File: config.mk
export PLATFORM = sky130hd
export DESIGN_NAME = muldiv_sequencer
export DESIGN_NICKNAME = d
export VERILOG_FILES = /design/src/rtl/muldiv_sequencer.sv
export SDC_FILE = /design/constraint.sdc
export NUM_CORES = 1
export LEC_CHECK = 0
export CAP_MARGIN = 10
export CORE_UTILIZATION = 40
export DETAILED_ROUTE_END_ITERATION = 10
export GPL_TIMING_DRIVEN = 0
export PLACE_DENSITY = 0.74
export SLEW_MARGIN = 20
export SYNTH_ARGS = -nofsm -noshare
export SYNTH_HDL_FRONTEND = slang
export SYNTH_SLANG_ARGS = --single-unit
File: constraint.sdc
create_clock -name clk -period 2.05 [get_ports clk]
set_clock_uncertainty 0.15 [all_clocks]
set_input_delay 0.41 -clock clk [delete_from_list [all_inputs] [get_ports clk]]
set_output_delay 0.41 -clock clk [all_outputs]
set_load 0.02 [all_outputs]
File: src/rtl/muldiv_sequencer.sv
// muldiv_sequencer: multi-cycle MULTU/DIVU over the shared ALU; optional dz_err via DIV_BY_ZERO_FLAG_EN
module muldiv_sequencer #(
  parameter int WIDTH = 32
) (
  input  logic             clk,
  input  logic             reset,
  input  logic             start,
  input  logic             op,
  input  logic [WIDTH-1:0] rs_val,
  input  logic [WIDTH-1:0] rt_val,
  output logic             busy,
  output logic             done,
  output logic [WIDTH-1:0] hi,
  output logic [WIDTH-1:0] lo,
  output logic             alu_req,
  input  logic             alu_gnt,
  output logic [WIDTH-1:0] alu_a,
  output logic [WIDTH-1:0] alu_b,
  output logic [2:0]       alu_op,
  input  logic [WIDTH-1:0] alu_result,
  input  logic             alu_cout
`ifdef DIV_BY_ZERO_FLAG_EN
  ,
  output logic             dz_err
`endif
);
  localparam int CW = $clog2(WIDTH);
  localparam logic [CW-1:0] LAST = CW'(WIDTH - 1);
  typedef enum logic [1:0] {IDLE, RUN, DONE} state_t;
  state_t state_q, state_d;
  logic [CW-1:0] cnt_q, cnt_d;
  logic [WIDTH-1:0] hi_q, hi_d, lo_q, lo_d, d_q, d_d;
  logic op_q, op_d;
  logic [WIDTH:0] r;
  logic ok;
`ifdef DIV_BY_ZERO_FLAG_EN
  logic dz_q, dz_d;
  assign dz_err = dz_q && state_q == DONE;
`endif
  assign busy    = state_q != IDLE;
  assign done    = state_q == DONE;
  assign alu_req = state_q == RUN;
  assign hi      = hi_q;
  assign lo      = lo_q;
  assign r       = {hi_q, lo_q[WIDTH-1]};
  assign ok      = r[WIDTH] | alu_cout;
  // next-state: operand setup on start, one shift-add / restoring-subtract step per grant
  always_comb begin
    state_d = state_q;
    cnt_d   = cnt_q;
    hi_d    = hi_q;
    lo_d    = lo_q;
    d_d     = d_q;
    op_d    = op_q;
`ifdef DIV_BY_ZERO_FLAG_EN
    dz_d    = dz_q;
`endif
    alu_a   = '0;
    alu_b   = '0;
    alu_op  = 3'b000;
    case (state_q)
      IDLE: if (start) begin
        op_d    = op;
        hi_d    = '0;
        lo_d    = op ? rs_val : rt_val;
        d_d     = op ? rt_val : rs_val;
        state_d = RUN;
`ifdef DIV_BY_ZERO_FLAG_EN
        dz_d    = op && rt_val == '0;
`endif
        if (op && rt_val == '0) begin
          hi_d    = rs_val;
          lo_d    = '1;
          state_d = DONE;
        end
      end
      RUN: begin
        alu_op = op_q ? 3'b110 : 3'b010;
        alu_a  = op_q ? r[WIDTH-1:0] : hi_q;
        alu_b  = (op_q || lo_q[0]) ? d_q : '0;
        if (alu_gnt) begin
          if (op_q) begin
            hi_d = ok ? alu_result : r[WIDTH-1:0];
            lo_d = {lo_q[WIDTH-2:0], ok};
          end else
            {hi_d, lo_d} = {alu_cout, alu_result, lo_q[WIDTH-1:1]};
          cnt_d = cnt_q + 1'b1;
          if (cnt_q == LAST) begin
            cnt_d   = '0;
            state_d = DONE;
          end
        end
      end
      default: state_d = IDLE;
    endcase
  end
  // state register with synchronous reset that abandons any operation in flight
  always_ff @(posedge clk) begin
    if (reset) begin
      state_q <= IDLE;
      cnt_q   <= '0;
      hi_q    <= '0;
      lo_q    <= '0;
      d_q     <= '0;
      op_q    <= 1'b0;
`ifdef DIV_BY_ZERO_FLAG_EN
      dz_q    <= 1'b0;
`endif
    end else begin
      state_q <= state_d;
      cnt_q   <= cnt_d;
      hi_q    <= hi_d;
      lo_q    <= lo_d;
      d_q     <= d_d;
      op_q    <= op_d;
`ifdef DIV_BY_ZERO_FLAG_EN
      dz_q    <= dz_d;
`endif
    end
  end
endmodule

==> impl_metrics.toml <==
[run_status]
status = "complete, but fails checks"
violations = "negative setup slack"

[clock_network]
clk_path_buf_depth = 2
cts_buffers = 9
htreeDepth = 3
clock_sinks = 104
clk_pin_slew_ns = 0.08
cts_tree = "yes"
ctsHoldBuffers = 0
insertion_delay_ns = 0.36
cts_root_buf = "clkbuf_16"

[pwr]
cellLeakagePower_nw = 4.57
power.density_nw_per_um2 = 718
finalPower_mw = 8.08
vdd_drop_max_mv = 0.436

[drt]
vias = 7961
ant_nets = 0
drt-pass1-iter-count = 5
wl_per_cell_um = 21.5
drc = 0
drtIter0Drc = 727
finalWirelength_um = 29000
viasPerCell = 5.90

[global_route]
antenna_found_initial = 3
grt_overflow_total = 0
grt_first_pass_wirelength_um = 42800
groute.usage.overall_pct = 30.5
grt_max_degree = 18
grt_pass1_vias = 7615

[timing]
slew_violations = 0
worst_hold_slack_ns = 0.280
hold_viol = 0
max-slew-margin-rel_pct = 52.3
fin_crit_sh_pct = 109
min_period_ns = 2.24
rsz0062_at_grt = "yes"
fin_ws_ns = -0.190
fin_tns_setup_ns = -5.69
tightest_slew_ns = 0.716
setup_violations = 52
max_freq_mhz = 446

[critical_path]
cp_slowest_cell = "dfxtp_2"
cp_max_fo = 8
crit_required_ns = 1.49
crit_path_end_kind = "primary output"
cp.arrival_ns = 1.68
crit_buf_inv = 4
start_kind = "flip-flop"
slowest_delay_ns = 0.33
crit_type = "reg -> out"
cpMostUsedCell = "buf_12"
critPathTopFamily = "buffers and inverters"
cp_cell_sequence = "nand2b_4, buf_12, nor2_4, buf_12, buf_8, and2_4, buf_6"

[logic_synthesis]
syn-instance-count = 830
synth_area_leaders = "dfxtp_1 29%, mux2i_1 22%, a211oi_1 6.7%, a311oi_2 5.8%, o221a_2 4.9%"
netlist_area_um2 = 7200
yosysSeqAreaShare_pct = 28.9
async_flop_share_pct = 0
yosys.area.top_type_share_pct = 28.9
ys_warn_count = 0
ys.flop_type = "dfxtp_1"
syn_avg_cell_area_um2 = 8.67
yosysUniqueCellTypes = 49
ys_seq_elements = 104
synth_nets = 934
synth_top_cell_by_area = "dfxtp_1"
synth_edf_count = 0

[hold_path]
hold_path.class = "in -> reg"

[placed_design]
dp.cells = 1288
hpwlAfterDp_um = 20700
io_buffers = 233
place.gp.congestion = 0.883

[floorplan]
ios = 236
design.die.area_um2 = 18500
placementRows = 48
core_area_um2 = 17400
die_x_um = 136
dieHeight_um = 136
start_util_pct = 41.3

[cells_and_area]
syn_to_final_growth_pct = 56.4
fill_cells = 1451
finalNonFillerCells = 1350
drive_gt1_share_pct = 29.8
nets = 1220

[run]
max-cap-violations = 0
cell families after synthesis:
group	Yosys count	share of synthesized area (%)
buffers and inverters	120	7.37
AOI/OAI and AO/OA	268	29.4
and+or+nand+nor	177	11.7
adders and majority gates	2	0.348
other	1	0.0521
muxes	158	22.2
DFF	104	28.9
path summary, 6_finish.rpt:
check	from	endpoint	slack, ns	cells past startpoint
hold reg to reg	cnt_q[4]$_SDFFE_PP0P_	cnt_q[4]$_SDFFE_PP0P_	0.32	2
hold / removal	rt_val[3]	d_q[3]$_SDFFE_PP0P_	0.28	3
setup reg to reg	state_q[1]$_SDFFE_PP0P_	lo[6]$_SDFFE_PP0P_	0	9
setup / recovery	state_q[1]$_SDFFE_PP0P_	alu_b[18]	-0.19	7
flip-flops by register name, summed over array words and instances (netlist names):
name	count
state_q	2
lo	32
op_q	1
hi	32
cnt_q	5
d_q	32
cells in the final DEF, fill, tap and decap left out, types with 4 or more instances in the layout:
| cell type | count |
|---|---|
| buf_4 | 67 |
| a21oi_1 | 67 |
| clkbuf_1 | 15 |
| clkbuf_4 | 10 |
| dfxtp_1 | 100 |
| o211ai_1 | 31 |
| nor2_4 | 6 |
| buf_8 | 11 |
| o21ai_0 | 34 |
| diode_2 | 4 |
| mux2i_4 | 4 |
| buf_12 | 13 |
| buf_2 | 14 |
| nand3_1 | 4 |
| inv_1 | 32 |
| clkdlybuf4s15_1 | 5 |
| a311oi_2 | 28 |
| clkdlybuf4s50_1 | 118 |
| clkbuf_16 | 11 |
| and2_1 | 4 |
| nor4_2 | 6 |
| o221a_2 | 19 |
| clkbuf_2 | 16 |
| and2_4 | 28 |
| nand2_1 | 38 |
| dlymetal6s2s_1 | 12 |
| clkinvlp_4 | 5 |
| mux2i_1 | 150 |
| a211oi_1 | 63 |
| o221a_4 | 12 |
| nor2_1 | 63 |
| dlygate4sd2_1 | 27 |
| nor2_2 | 6 |
| buf_6 | 46 |
area by class of cell:
cell class | instances | area, um^2 | share of cell area [%]
clock inverter | 7 | 72.6 | 0.645
inverter | 34 | 140 | 1.24
buffer | 78 | 607 | 5.39
timing repair buffer | 283 | 2850 | 25.3
sequential | 104 | 2090 | 18.6
clock buffer | 9 | 225 | 2.00
tap | 225 | 282 | 2.50
antenna | 4 | 10.0 | 0.0889
multi-input combinational | 606 | 4980 | 44.2
synth_stat cells (all sizes together) (2+ instances only):
cell type  instances
nor2              75
nand2             39
nor3               4
or2                2
inv               34
o211ai            31
nand3              5
o21ai             34
a21oi             69
mux2i            156
nor2b              2
nand2b             2
dfxtp            104
and2              32
a211oi            64
ha                 2
clkbuf            43
a311oi            30
o221a             32
buf               43
or3                3
nor4               6
mux2               2
repair_timing:
action / 4_1_cts / 5_1_grt
cloned: 8 / 2
setup buffers: 34 / 11
resized for setup: 549 / 126
endpoints found under the setup margin: 168 / 167
pin swaps: 34 / 31
stage by stage:
step                      utilization [%]  cell area (um^2)  setup slack, ns
after CTS                            62.8             10900           -0.159
final                                64.6             11300           -0.190
after global routing                 64.6             11300           -0.196
after floorplan                         -              7200           0.0423
after global placement               56.3              9810            -1.36
after detailed placement             56.3              9810            -1.35
worst register-to-register path, cell delays in order (launching register included):
cell and delay (ns):
dfxtp_2 0.35, nand2b_4 0.14, buf_12 0.14, buf_12 0.12, inv_12 0.04, buf_4 0.13, nor3_4 0.24, buf_4 0.23
buf_4 0.23, a311oi_2 0.12
power breakdown:
part	switching [mW]	internal, mW	total (mW)	leakage [nW]
sequential	0.310	2.31	2.62	0.860
combinational	1.93	1.75	3.68	3.58
clock	0.840	0.945	1.79	0.130
total	3.08	5.00	8.08	4.57
routing by layer:
metal  track usage [%]  up-vias  share of wire, %
met3              4.25       72               7.4
li1                  -     3686                 -
met5                 0        -                 0
met1              39.0     3818                41
met4              14.6        0               3.9
met2              50.2      385                48
(Power assumes the default switching activity.)
